## src/rtl/lane_runner_pkg.sv

```systemverilog
// Shared types and defaults for the VGA write arbiter slice: FSM state
// encoding, default packed-bus lane widths and small index helpers.
package lane_runner_pkg;

    typedef enum logic [1:0] {
        ST_IDLE = 2'd0,
        ST_OWN  = 2'd1,
        ST_GAP  = 2'd2
    } arb_state_t;

    localparam int DEF_NUM_REQ     = 4;
    localparam int DEF_NX          = 10;
    localparam int DEF_NY          = 9;
    localparam int DEF_COLOR_DEPTH = 9;
    localparam int DEF_MAX_HOLD    = 4096;

    // Width needed to hold an index/count below n; never narrower than one bit.
    function automatic int idx_width(input int n);
        return (n > 1) ? $clog2(n) : 1;
    endfunction

    // Position of the (single) set bit of a one-hot vector; 0 when empty.
    function automatic int onehot_to_idx(input logic [31:0] oh);
        int r;
        r = 0;
        for (int i = 0; i < 32; i++) begin
            if (oh[i]) r = i;
        end
        return r;
    endfunction

endpackage

```

## src/rtl/vga_write_arbiter_if.sv

```systemverilog
// Requester-side and VGA-side bus of the write arbiter. The requesters (and
// whoever watches the VGA port) are the master; the arbiter is the slave.
interface vga_write_arbiter_if #(
    parameter int NUM_REQ     = lane_runner_pkg::DEF_NUM_REQ,
    parameter int nX          = lane_runner_pkg::DEF_NX,
    parameter int nY          = lane_runner_pkg::DEF_NY,
    parameter int COLOR_DEPTH = lane_runner_pkg::DEF_COLOR_DEPTH
);
    logic [NUM_REQ-1:0]             req;
    logic                           prio_boost;
    logic [NUM_REQ*nX-1:0]          in_x;
    logic [NUM_REQ*nY-1:0]          in_y;
    logic [NUM_REQ*COLOR_DEPTH-1:0] in_color;
    logic [NUM_REQ-1:0]             in_write;

    logic [NUM_REQ-1:0]             grant;
    logic [nX-1:0]                  VGA_x;
    logic [nY-1:0]                  VGA_y;
    logic [COLOR_DEPTH-1:0]         VGA_color;
    logic                           VGA_write;
    logic                           busy;
    logic                           overrun;
    logic                           dropped_write;

    modport master (
        output req, prio_boost, in_x, in_y, in_color, in_write,
        input  grant, VGA_x, VGA_y, VGA_color, VGA_write, busy, overrun, dropped_write
    );

    modport slave (
        input  req, prio_boost, in_x, in_y, in_color, in_write,
        output grant, VGA_x, VGA_y, VGA_color, VGA_write, busy, overrun, dropped_write
    );

endinterface

```

## src/rtl/rr_priority_select.sv

```systemverilog
// Combinational owner selector: the priority requester wins outright when
// boosted, otherwise the first requester after last_owner (wrapping) wins.
module rr_priority_select
    import lane_runner_pkg::*;
#(
    parameter int NUM_REQ  = DEF_NUM_REQ,
    parameter int PRIO_IDX = 0,
    parameter int IDXW     = idx_width(NUM_REQ)
) (
    input  logic [NUM_REQ-1:0] req,
    input  logic [IDXW-1:0]    last_owner,
    input  logic               prio_boost,
    output logic [NUM_REQ-1:0] owner_oh
);

    int   idx;
    logic found;

    // Scan from last_owner+1 around to last_owner itself; first hit wins.
    always_comb begin
        owner_oh = '0;
        found    = 1'b0;
        idx      = 0;
        if (prio_boost && req[PRIO_IDX]) begin
            owner_oh[PRIO_IDX] = 1'b1;
        end else begin
            for (int k = 1; k <= NUM_REQ; k++) begin
                idx = (int'(last_owner) + k) % NUM_REQ;
                if (!found && req[idx]) begin
                    owner_oh[idx] = 1'b1;
                    found         = 1'b1;
                end
            end
        end
    end

endmodule

```

## src/rtl/vga_write_arbiter.sv

```systemverilog
// Arbitrates several drawing engines onto one VGA pixel-write port. A
// requester owns the port for a whole burst (no preemption), bursts are
// capped at MAX_HOLD cycles, and one dead cycle separates owners.
//
// state   | meaning
// --------+-------------------------------------------------------------
// ST_IDLE | port free; pick an owner as soon as any req is seen
// ST_OWN  | grant held by last_owner until it drops req or times out
// ST_GAP  | single dead cycle: no grant, no write, then back to IDLE
module vga_write_arbiter
    import lane_runner_pkg::*;
#(
    parameter int NUM_REQ     = DEF_NUM_REQ,
    parameter int nX          = DEF_NX,
    parameter int nY          = DEF_NY,
    parameter int COLOR_DEPTH = DEF_COLOR_DEPTH,
    parameter int PRIO_IDX    = 0,
    parameter int MAX_HOLD    = DEF_MAX_HOLD
) (
    input logic                Clock,
    input logic                Resetn,
    vga_write_arbiter_if.slave bus
);

    localparam int IDXW   = idx_width(NUM_REQ);
    localparam int HOLD_W = idx_width(MAX_HOLD);
    localparam logic [HOLD_W-1:0] HOLD_LAST   = HOLD_W'(MAX_HOLD - 1);
    localparam logic [IDXW-1:0]   RESET_OWNER = IDXW'(NUM_REQ - 1);

    arb_state_t             state;
    logic [NUM_REQ-1:0]     grant_q;
    logic [IDXW-1:0]        last_owner;
    logic [HOLD_W-1:0]      hold_cnt;
    logic                   busy_q;
    logic                   overrun_q;
    logic                   dropped_q;
    logic [nX-1:0]          vga_x_q;
    logic [nY-1:0]          vga_y_q;
    logic [COLOR_DEPTH-1:0] vga_color_q;
    logic                   vga_write_q;

    logic [NUM_REQ-1:0]     sel_oh;
    logic [IDXW-1:0]        sel_idx;
    logic [nX-1:0]          own_x;
    logic [nY-1:0]          own_y;
    logic [COLOR_DEPTH-1:0] own_color;
    logic                   own_write;
    logic                   own_req;

    rr_priority_select #(
        .NUM_REQ  (NUM_REQ),
        .PRIO_IDX (PRIO_IDX)
    ) u_select (
        .req        (bus.req),
        .last_owner (last_owner),
        .prio_boost (bus.prio_boost),
        .owner_oh   (sel_oh)
    );

    assign sel_idx = IDXW'(onehot_to_idx(32'(sel_oh)));

    // last_owner doubles as the current owner index while in ST_OWN.
    always_comb begin
        own_x     = bus.in_x[int'(last_owner)*nX +: nX];
        own_y     = bus.in_y[int'(last_owner)*nY +: nY];
        own_color = bus.in_color[int'(last_owner)*COLOR_DEPTH +: COLOR_DEPTH];
        own_write = bus.in_write[last_owner];
        own_req   = bus.req[last_owner];
    end

    // Arbitration FSM, hold timer, registered VGA mux and sticky error flags.
    always_ff @(posedge Clock) begin
        if (!Resetn) begin
            state       <= ST_IDLE;
            grant_q     <= '0;
            last_owner  <= RESET_OWNER;
            hold_cnt    <= '0;
            busy_q      <= 1'b0;
            overrun_q   <= 1'b0;
            dropped_q   <= 1'b0;
            vga_x_q     <= '0;
            vga_y_q     <= '0;
            vga_color_q <= '0;
            vga_write_q <= 1'b0;
        end else begin
            if ((bus.in_write & ~grant_q) != '0) begin
                dropped_q <= 1'b1;
            end

            // Only the owner's lane reaches the port; coordinates hold otherwise.
            if (grant_q != '0) begin
                vga_x_q     <= own_x;
                vga_y_q     <= own_y;
                vga_color_q <= own_color;
                vga_write_q <= own_write;
            end else begin
                vga_write_q <= 1'b0;
            end

            case (state)
                ST_IDLE: begin
                    if (bus.req != '0) begin
                        grant_q    <= sel_oh;
                        last_owner <= sel_idx;
                        hold_cnt   <= '0;
                        busy_q     <= 1'b1;
                        state      <= ST_OWN;
                    end
                end
                ST_OWN: begin
                    // A release on the timeout cycle is a normal release.
                    if (!own_req) begin
                        grant_q <= '0;
                        busy_q  <= 1'b0;
                        state   <= ST_GAP;
                    end else if (hold_cnt == HOLD_LAST) begin
                        grant_q   <= '0;
                        busy_q    <= 1'b0;
                        overrun_q <= 1'b1;
                        state     <= ST_GAP;
                    end else begin
                        hold_cnt <= hold_cnt + 1'b1;
                    end
                end
                ST_GAP: begin
                    state <= ST_IDLE;
                end
                default: begin
                    grant_q <= '0;
                    busy_q  <= 1'b0;
                    state   <= ST_IDLE;
                end
            endcase
        end
    end

    assign bus.grant         = grant_q;
    assign bus.VGA_x         = vga_x_q;
    assign bus.VGA_y         = vga_y_q;
    assign bus.VGA_color     = vga_color_q;
    assign bus.VGA_write     = vga_write_q;
    assign bus.busy          = busy_q;
    assign bus.overrun       = overrun_q;
    assign bus.dropped_write = dropped_q;

endmodule

```

## src/flat_wrapper.sv

```systemverilog
// flat-port wrapper written by rule: the top's interface ports become plain ports
module vga_write_arbiter_flat import lane_runner_pkg::*;
#(
    parameter int NUM_REQ     = DEF_NUM_REQ,
    parameter int nX          = DEF_NX,
    parameter int nY          = DEF_NY,
    parameter int COLOR_DEPTH = DEF_COLOR_DEPTH,
    parameter int PRIO_IDX    = 0,
    parameter int MAX_HOLD    = DEF_MAX_HOLD
)
  (Clock, Resetn, bus_req, bus_prio_boost, bus_in_x, bus_in_y, bus_in_color, bus_in_write, bus_grant, bus_VGA_x, bus_VGA_y, bus_VGA_color, bus_VGA_write, bus_busy, bus_overrun, bus_dropped_write);
  vga_write_arbiter_if #(.NUM_REQ(NUM_REQ), .nX(nX), .nY(nY), .COLOR_DEPTH(COLOR_DEPTH)) bus_i ();
  input logic Clock;
  input logic Resetn;
  input wire logic [$bits(bus_i.req)-1:0] bus_req;
  input wire logic [$bits(bus_i.prio_boost)-1:0] bus_prio_boost;
  input wire logic [$bits(bus_i.in_x)-1:0] bus_in_x;
  input wire logic [$bits(bus_i.in_y)-1:0] bus_in_y;
  input wire logic [$bits(bus_i.in_color)-1:0] bus_in_color;
  input wire logic [$bits(bus_i.in_write)-1:0] bus_in_write;
  output wire logic [$bits(bus_i.grant)-1:0] bus_grant;
  output wire logic [$bits(bus_i.VGA_x)-1:0] bus_VGA_x;
  output wire logic [$bits(bus_i.VGA_y)-1:0] bus_VGA_y;
  output wire logic [$bits(bus_i.VGA_color)-1:0] bus_VGA_color;
  output wire logic [$bits(bus_i.VGA_write)-1:0] bus_VGA_write;
  output wire logic [$bits(bus_i.busy)-1:0] bus_busy;
  output wire logic [$bits(bus_i.overrun)-1:0] bus_overrun;
  output wire logic [$bits(bus_i.dropped_write)-1:0] bus_dropped_write;
  assign bus_i.req = bus_req;
  assign bus_i.prio_boost = bus_prio_boost;
  assign bus_i.in_x = bus_in_x;
  assign bus_i.in_y = bus_in_y;
  assign bus_i.in_color = bus_in_color;
  assign bus_i.in_write = bus_in_write;
  assign bus_grant = bus_i.grant;
  assign bus_VGA_x = bus_i.VGA_x;
  assign bus_VGA_y = bus_i.VGA_y;
  assign bus_VGA_color = bus_i.VGA_color;
  assign bus_VGA_write = bus_i.VGA_write;
  assign bus_busy = bus_i.busy;
  assign bus_overrun = bus_i.overrun;
  assign bus_dropped_write = bus_i.dropped_write;
  vga_write_arbiter #(.NUM_REQ(NUM_REQ), .nX(nX), .nY(nY), .COLOR_DEPTH(COLOR_DEPTH), .PRIO_IDX(PRIO_IDX), .MAX_HOLD(MAX_HOLD)) u_core (.Clock(Clock), .Resetn(Resetn), .bus(bus_i));
endmodule
```

## config.mk

```make
export PLATFORM = sky130hd
export DESIGN_NAME = vga_write_arbiter_flat
export DESIGN_NICKNAME = d
export VERILOG_FILES = /design/src/rtl/lane_runner_pkg.sv /design/src/rtl/vga_write_arbiter_if.sv /design/src/rtl/rr_priority_select.sv /design/src/rtl/vga_write_arbiter.sv /design/src/flat_wrapper.sv
export SDC_FILE = /design/constraint.sdc
export NUM_CORES = 1
export LEC_CHECK = 0
export ABC_CLOCK_PERIOD_IN_PS = 3550
export BUFFER_PORTS_ARGS = -buffer_cell sky130_fd_sc_hd__buf_2
export CORE_MARGIN = 5
export CORE_UTILIZATION = 46
export DETAILED_ROUTE_END_ITERATION = 10
export GPL_TIMING_DRIVEN = 0
export PLACE_DENSITY = 0.83
export SKIP_LAST_GASP = 1
export SLEW_MARGIN = 20
export SYNTH_ARGS = -nofsm -noshare
export SYNTH_HDL_FRONTEND = slang
export SYNTH_SLANG_ARGS = --single-unit
```

## constraint.sdc

```tcl
create_clock -name Clock -period 3.55 [get_ports Clock]
set_input_delay 0.1775 -clock Clock [delete_from_list [all_inputs] [get_ports Clock]]
set_output_delay 0.1775 -clock Clock [all_outputs]
set_load 0.03 [all_outputs]
```

==> Yosys cells after proc, flatten, opt, wreduce, memory -nomap -nowiden <==
Cells that the tools add are included.
{ "word_totals": {"output_inout_bits": 36, "romBits": 0, "latchBits": 0, "ram_bits": 0, "input_bits": 123, "elab_cells": 131, "register_bits": 52, "mem_count": 0} }
{ "op_classes": {"mux": 58, "n_mul": 2, "order_cmp": 9, "shift": 3, "n_eq_ne": 7, "div_mod_pow": 0, "reduce_logical": 26, "add_sub_neg": 5, "bitwise": 10} }
{ "ops": {"columns": ["cell", "count"], "rows": [
  ["36-bit by 32-bit variable part select with 9-bit output", 2],
  ["4-bit two-way mux", 10],
  ["40-bit by 32-bit variable part select with 10-bit output", 1],
  ["12-bit two-way mux", 3],
  ["1-bit two-way mux", 25],
  ["12-bit one-hot mux with 2 select lines", 1],
  ["3-bit by 4-bit less-than comparator with 1-bit output (second input constant)", 4],
  ["12-bit by 1-bit adder with 12-bit output (second input constant)", 1],
  ["1-bit binary-select mux with 2-bit select", 6],
  ["12-bit == test (second input constant)", 1],
  ["3-bit by 1-bit greater-or-equal comparator with 1-bit output (second input constant)", 4],
  ["4-bit bitwise OR", 3],
  ["4-bit one-hot mux with 3 select lines", 1],
  ["4-bit nonzero test", 3],
  ["2-bit two-way mux", 5],
  ["1-bit demux with 2-bit select", 4],
  ["1-bit logical AND", 8],
  ["2-bit OR reduction", 4],
  ["2-bit by 4-bit multiplier with 6-bit output (second input constant)", 1],
  ["2-bit AND reduction", 3],
  ["3-bit AND reduction", 2],
  ["2-bit by 3-bit multiplier with 5-bit output (second input constant)", 1],
  ["2-bit by 1-bit adder with 2-bit output (second input constant)", 2],
  ["2-bit adder (second input constant)", 2],
  ["other kinds (17)", 23]
]} }

==> Longest topological paths before layout <==
{ "depth": {"ltp_word": 23, "depth_mapped": 11, "ltp_nobuf": 8} }

==> By module <==
Synthesis repeated with hierarchy kept, for this count alone.
{ "unflattened": {"cells_unflattened": 336, "hier_area_um2": 3255.6} }
{ "modules_own_cells": {"columns": ["mod", "instances", "area_each_um2", "cells_each", "seq_area_each_um2"], "rows": [
  ["vga_write_arbiter", 1, 2896.5, 302, 1041.0],
  ["rr_priority_select", 1, 359.1, 34, 0.0]
]} }

==> Worst setup path after synthesis <==
Ideal clock, no wire load.
{ "synth_timing": {"path_kind": "reg2reg", "startpoint": "register u_core.last_owner[0]", "endpoint": "register u_core.last_owner[0]", "path_stages_with_launch": 12, "slack_ns": 0.928, "arrival_time_ns": 2.487, "synth_period_minus_slack_ns": 2.622, "setup_ns": 0.135, "required_time_ns": 3.415, "path_cell_list": "dfxtp_1 -> buf_6 -> buf_2 -> inv_1 -> ha_1 -> mux4_2 -> buf_6 -> nor4b_4 -> a32o_2 -> a211oi_2 -> a21boi_1 -> o221ai_2"} }
{ "synth_via": {"elab_chain_cells": 21, "elab_cells_between_ends": 70} }
{ "synth_rtl": {"columns": ["element", "line_no", "source"], "rows": [
  ["start, declared", "vga_write_arbiter.sv:32", "logic [IDXW-1:0] last_owner;"],
  ["start signal, assigned", "vga_write_arbiter.sv:104", "last_owner <= sel_idx;"],
  ["2-bit by 1-bit adder with 2-bit output", "rr_priority_select.sv:28", "idx = (int'(last_owner) + k) % NUM_REQ;"],
  ["2-bit OR reduction (no line) / 1-bit binary-select mux with 2-bit select (equally long branches)", null, null],
  ["1-bit AND (no line) / 1-bit two-way mux (equally long branches)", null, null],
  ["3-bit by 4-bit less-than comparator with 1-bit output (implied by the code) (tied with other cells)", "rr_priority_select.sv:30", "owner_oh[idx] = 1'b1;"],
  ["1-bit logical AND (implied by the code) / 1-bit two-way mux (equally long branches)", "rr_priority_select.sv:30, rr_priority_select.sv:29", null],
  ["1-bit two-way mux, on equally long branches", "rr_priority_select.sv:30, rr_priority_select.sv:24", null],
  ["1-bit demux with 2-bit select / 1-bit logical NOT (equally long branches)", "rr_priority_select.sv:30, rr_priority_select.sv:29", null],
  ["4-bit two-way mux / 1-bit logical AND (equally long branches)", "rr_priority_select.sv:29", "if (!found && req[idx]) begin"],
  ["[... 5 more ...]", null, null],
  ["4-bit two-way mux / 1-bit two-way mux (equally long branches)", "rr_priority_select.sv:29, rr_priority_select.sv:24", null],
  ["4-bit two-way mux / 1-bit logical NOT (equally long branches)", "rr_priority_select.sv:24, rr_priority_select.sv:29", null],
  ["4-bit bitwise OR (no line) / 1-bit logical AND (equally long branches)", null, null],
  ["4-bit two-way mux (*)", "rr_priority_select.sv:29", null],
  ["3-bit two-way mux (*)", "rr_priority_select.sv:24", "if (prio_boost && req[PRIO_IDX]) begin"],
  ["1-bit two-way mux", "lane_runner_pkg.sv:27", "if (oh[i]) r = i;"],
  ["2-bit two-way mux", "lane_runner_pkg.sv:27", null],
  ["2-bit two-way mux (*)", "lane_runner_pkg.sv:27", null]
]} }
Every way passes the cells marked *; elsewhere a longest branch is shown, timed or not. The select of a mux whose other input is x is not followed.
A chain may end at the register's enable or synchronous reset.

==> Worst setup path after layout <==
Ends and elaborated chain as after synthesis.

==> run summary <==
FMAX = 0.334 GHz
most common cell after layout, fill and taps aside = buf_2
highest net fanout along the worst path = 10
Mapped Area = 0.00303 mm^2
clk_lat worst skew = 300 ps
largest net degree at the start of global routing = 16
Post-synth EDFFs = 0
share of cells above drive strength 1 = 44.3%
Post-Route WL = 9.22 mm
first-pass GRT wire length = 15.0 mm
initial antenna violation count = 0
diode count = 0
Setup Skew = 9.42 ps
Vias/cell = 5.57
Mapped Nets = 441
Worst Max-Slew Pin Slew = 632 ps
DR WL/cell = 16.7 um
CP required = 3720 ps
setup violators final = 0
Yosys warnings = 0
post-detail-place hpwl = 7.59 mm
CTS Hold Bufs = 0
register bit total from synthesis = 52
port bufs = 157
clk buf depth = 2
status = finished, final reports clean
clk sinks = 52
DR vias = 3,071
GR Overflow Total = 0
Power Dens Cells = 759 mW/mm^2
DRT antenna net count = 0
Num CTS Buffers = 5
Die W = 91.2 um
clock root buffer = clkbuf_8
most frequent cells in the layout = buf_2 (160), nand2_1 (69), dfxtp_1 (52)
Yosys cell types = 43
fin nets = 605
vias in the first global route = 3,126
DP Area = 0.00392 mm^2
startpoint types = flop
synthesized instance count = 309
H-tree Lvls = 2
Hold Fails Final Rpt = 0
leakage = 1.84 nW
Final Critical Period = 2990 ps
Post-CTS Resized = 0
post-route cell area = 0.00402 mm^2
fin util = 63.0%
Total Power = 0.00305 W
maxcap violations = 0
hold crit path type = in2reg
DR iter-0 viols = 148
Worst slew margin = 57.9%
Syn Area/Cell = 9.82 um^2
Initial Util = 47.5%
Area contributors post-synth = dfxtp_1 (34%), mux4_2 (24%), nand2_1 (8.5%)
DRC = 0
WHS = 207 ps
worst vdd ir = 0.000483 V
post-synthesis sequential area ratio = 34.3%
CTS tree = yes
RSZ-0062 raised after global routing = no
drt pass-1 iters = 4
area leader, netlist = dfxtp_1
core footprint = 0.00639 mm^2
site row count = 29
Critical Path AT = 3160 ps
Worst Path Class, Setup = reg2reg
fin crit share = 84.3%
layout overhead on the synthesized area = 32.6%
Post-Route Setup TNS = 0 ps
I/O pin cnt = 159
commonest register cell after synthesis = dfxtp_1
asr flop ratio synth = 0%
CP Capture Type = flop
postcts setup bufs = 0
Die ar. = 0.00832 mm^2
clock slew at reported path FFs = 90 ps
Total GRT Usage = 21.8%
die height = 91.2 um
Final Wtd Congestion = 0.884
post-synth top area share = 34.3%
Max Transition Viols Final = 0
## metrics by stage
stage | std cells | setup WS (ps)
after global routing | 551 | 344
after CTS | 551 | 540
final | 551 | 557
after detailed placement | 543 | 559
after floorplan | 309 | 928
after global placement | 543 | 584
## layer usage
layer / track usage [%] / up-vias / part of all wire (%)
li1: - / 1460 / -
met2: 37.9 / 135 / 52
met3: 5.87 / 16 / 9.0
met5: 0 / - / 0
met1: 26.5 / 1460 / 37
met4: 5.87 / 0 / 1.7
## area by class of cell
class / instances / area [um^2]
buffer: 20 / 101
clock buffer: 6 / 72.6
clock inverter: 2 / 35.0
fill: 527 / 2360
inverter: 9 / 33.8
multi-input combinational: 228 / 1860
sequential: 52 / 1040
tap: 77 / 96.3
timing repair buffer: 157 / 786
## kinds of logic (layout without fill, tap and decap cells)
| group | after synthesis | in the layout | share of synthesized area, % |
|---|---|---|---|
| buf+inv | 29 | 194 | 4.46 |
| xor+xnor | 10 | 10 | 2.89 |
| fa+ha+maj | 9 | 9 | 3.71 |
| compound gates | 60 | 60 | 13.6 |
| simple gates | 116 | 116 | 17.0 |
| flops | 52 | 52 | 34.3 |
| mux | 33 | 33 | 24.1 |
## synth_stat cells, types with 2 or more instances
master / number
o22ai_1: 2
a211o_1: 2
dfxtp_1: 52
a32o_1: 2
o21ai_0: 5
nor2_1: 20
and3_1: 4
a21oi_1: 32
ha_1: 9
nor4_1: 4
nor2b_1: 4
a32o_2: 2
inv_1: 8
mux4_2: 32
xor2_1: 4
xnor2_1: 6
nor3_1: 2
buf_2: 3
nand2_1: 69
buf_6: 3
a211oi_2: 3
nand3_1: 7
clkbuf_1: 14
## report_power, final
| group | switching (W) | leakage [nW] | internal (W) |
|---|---|---|---|
| registers | 0.000110 | 0.425 | 0.000756 |
| clock network | 0.000198 | 0.0552 | 0.000210 |
| logic | 0.00108 | 1.36 | 0.000700 |
## critical path: stages (launching register included)
cell and delay [ps]:
dfxtp_1 430, buf_6 190, buf_2 320, inv_1 200
ha_1 370, mux4_2 300, buf_6 160, nor4b_4 340
a32o_2 190, a211oi_2 50, a21boi_1 190, o221ai_2 120
## registers in the layout (all words and copies together), names as in the netlist
signal	flops
u_core.hold_cnt	12
u_core.bus.overrun	1
u_core.bus.VGA_x	10
u_core.bus.VGA_y	9
u_core.bus.dropped_write	1
u_core.bus.VGA_color	9
u_core.bus.grant	4
u_core.bus.VGA_write	1
u_core.last_owner	2
u_core.state	2
u_core.bus.busy	1
## final timing paths
| kind | from | to | slack [ps] | cells past startpoint |
|---|---|---|---|---|
| max | u_core.last_owner[0]$_SDFFE_PN1P_ | u_core.last_owner[0]$_SDFFE_PN1P_ | 560 | 11 |
| min | Resetn | u_core.last_owner[0]$_SDFFE_PN1P_ | 210 | 2 |
| max reg2reg | u_core.last_owner[0]$_SDFFE_PN1P_ | u_core.last_owner[0]$_SDFFE_PN1P_ | 560 | 11 |
| min reg2reg | u_core.bus.VGA_color[2]$_SDFFE_PN0N_ | u_core.bus.VGA_color[2]$_SDFFE_PN0N_ | 450 | 2 |
No activity file was read; power rests on OpenSTA's default activity.
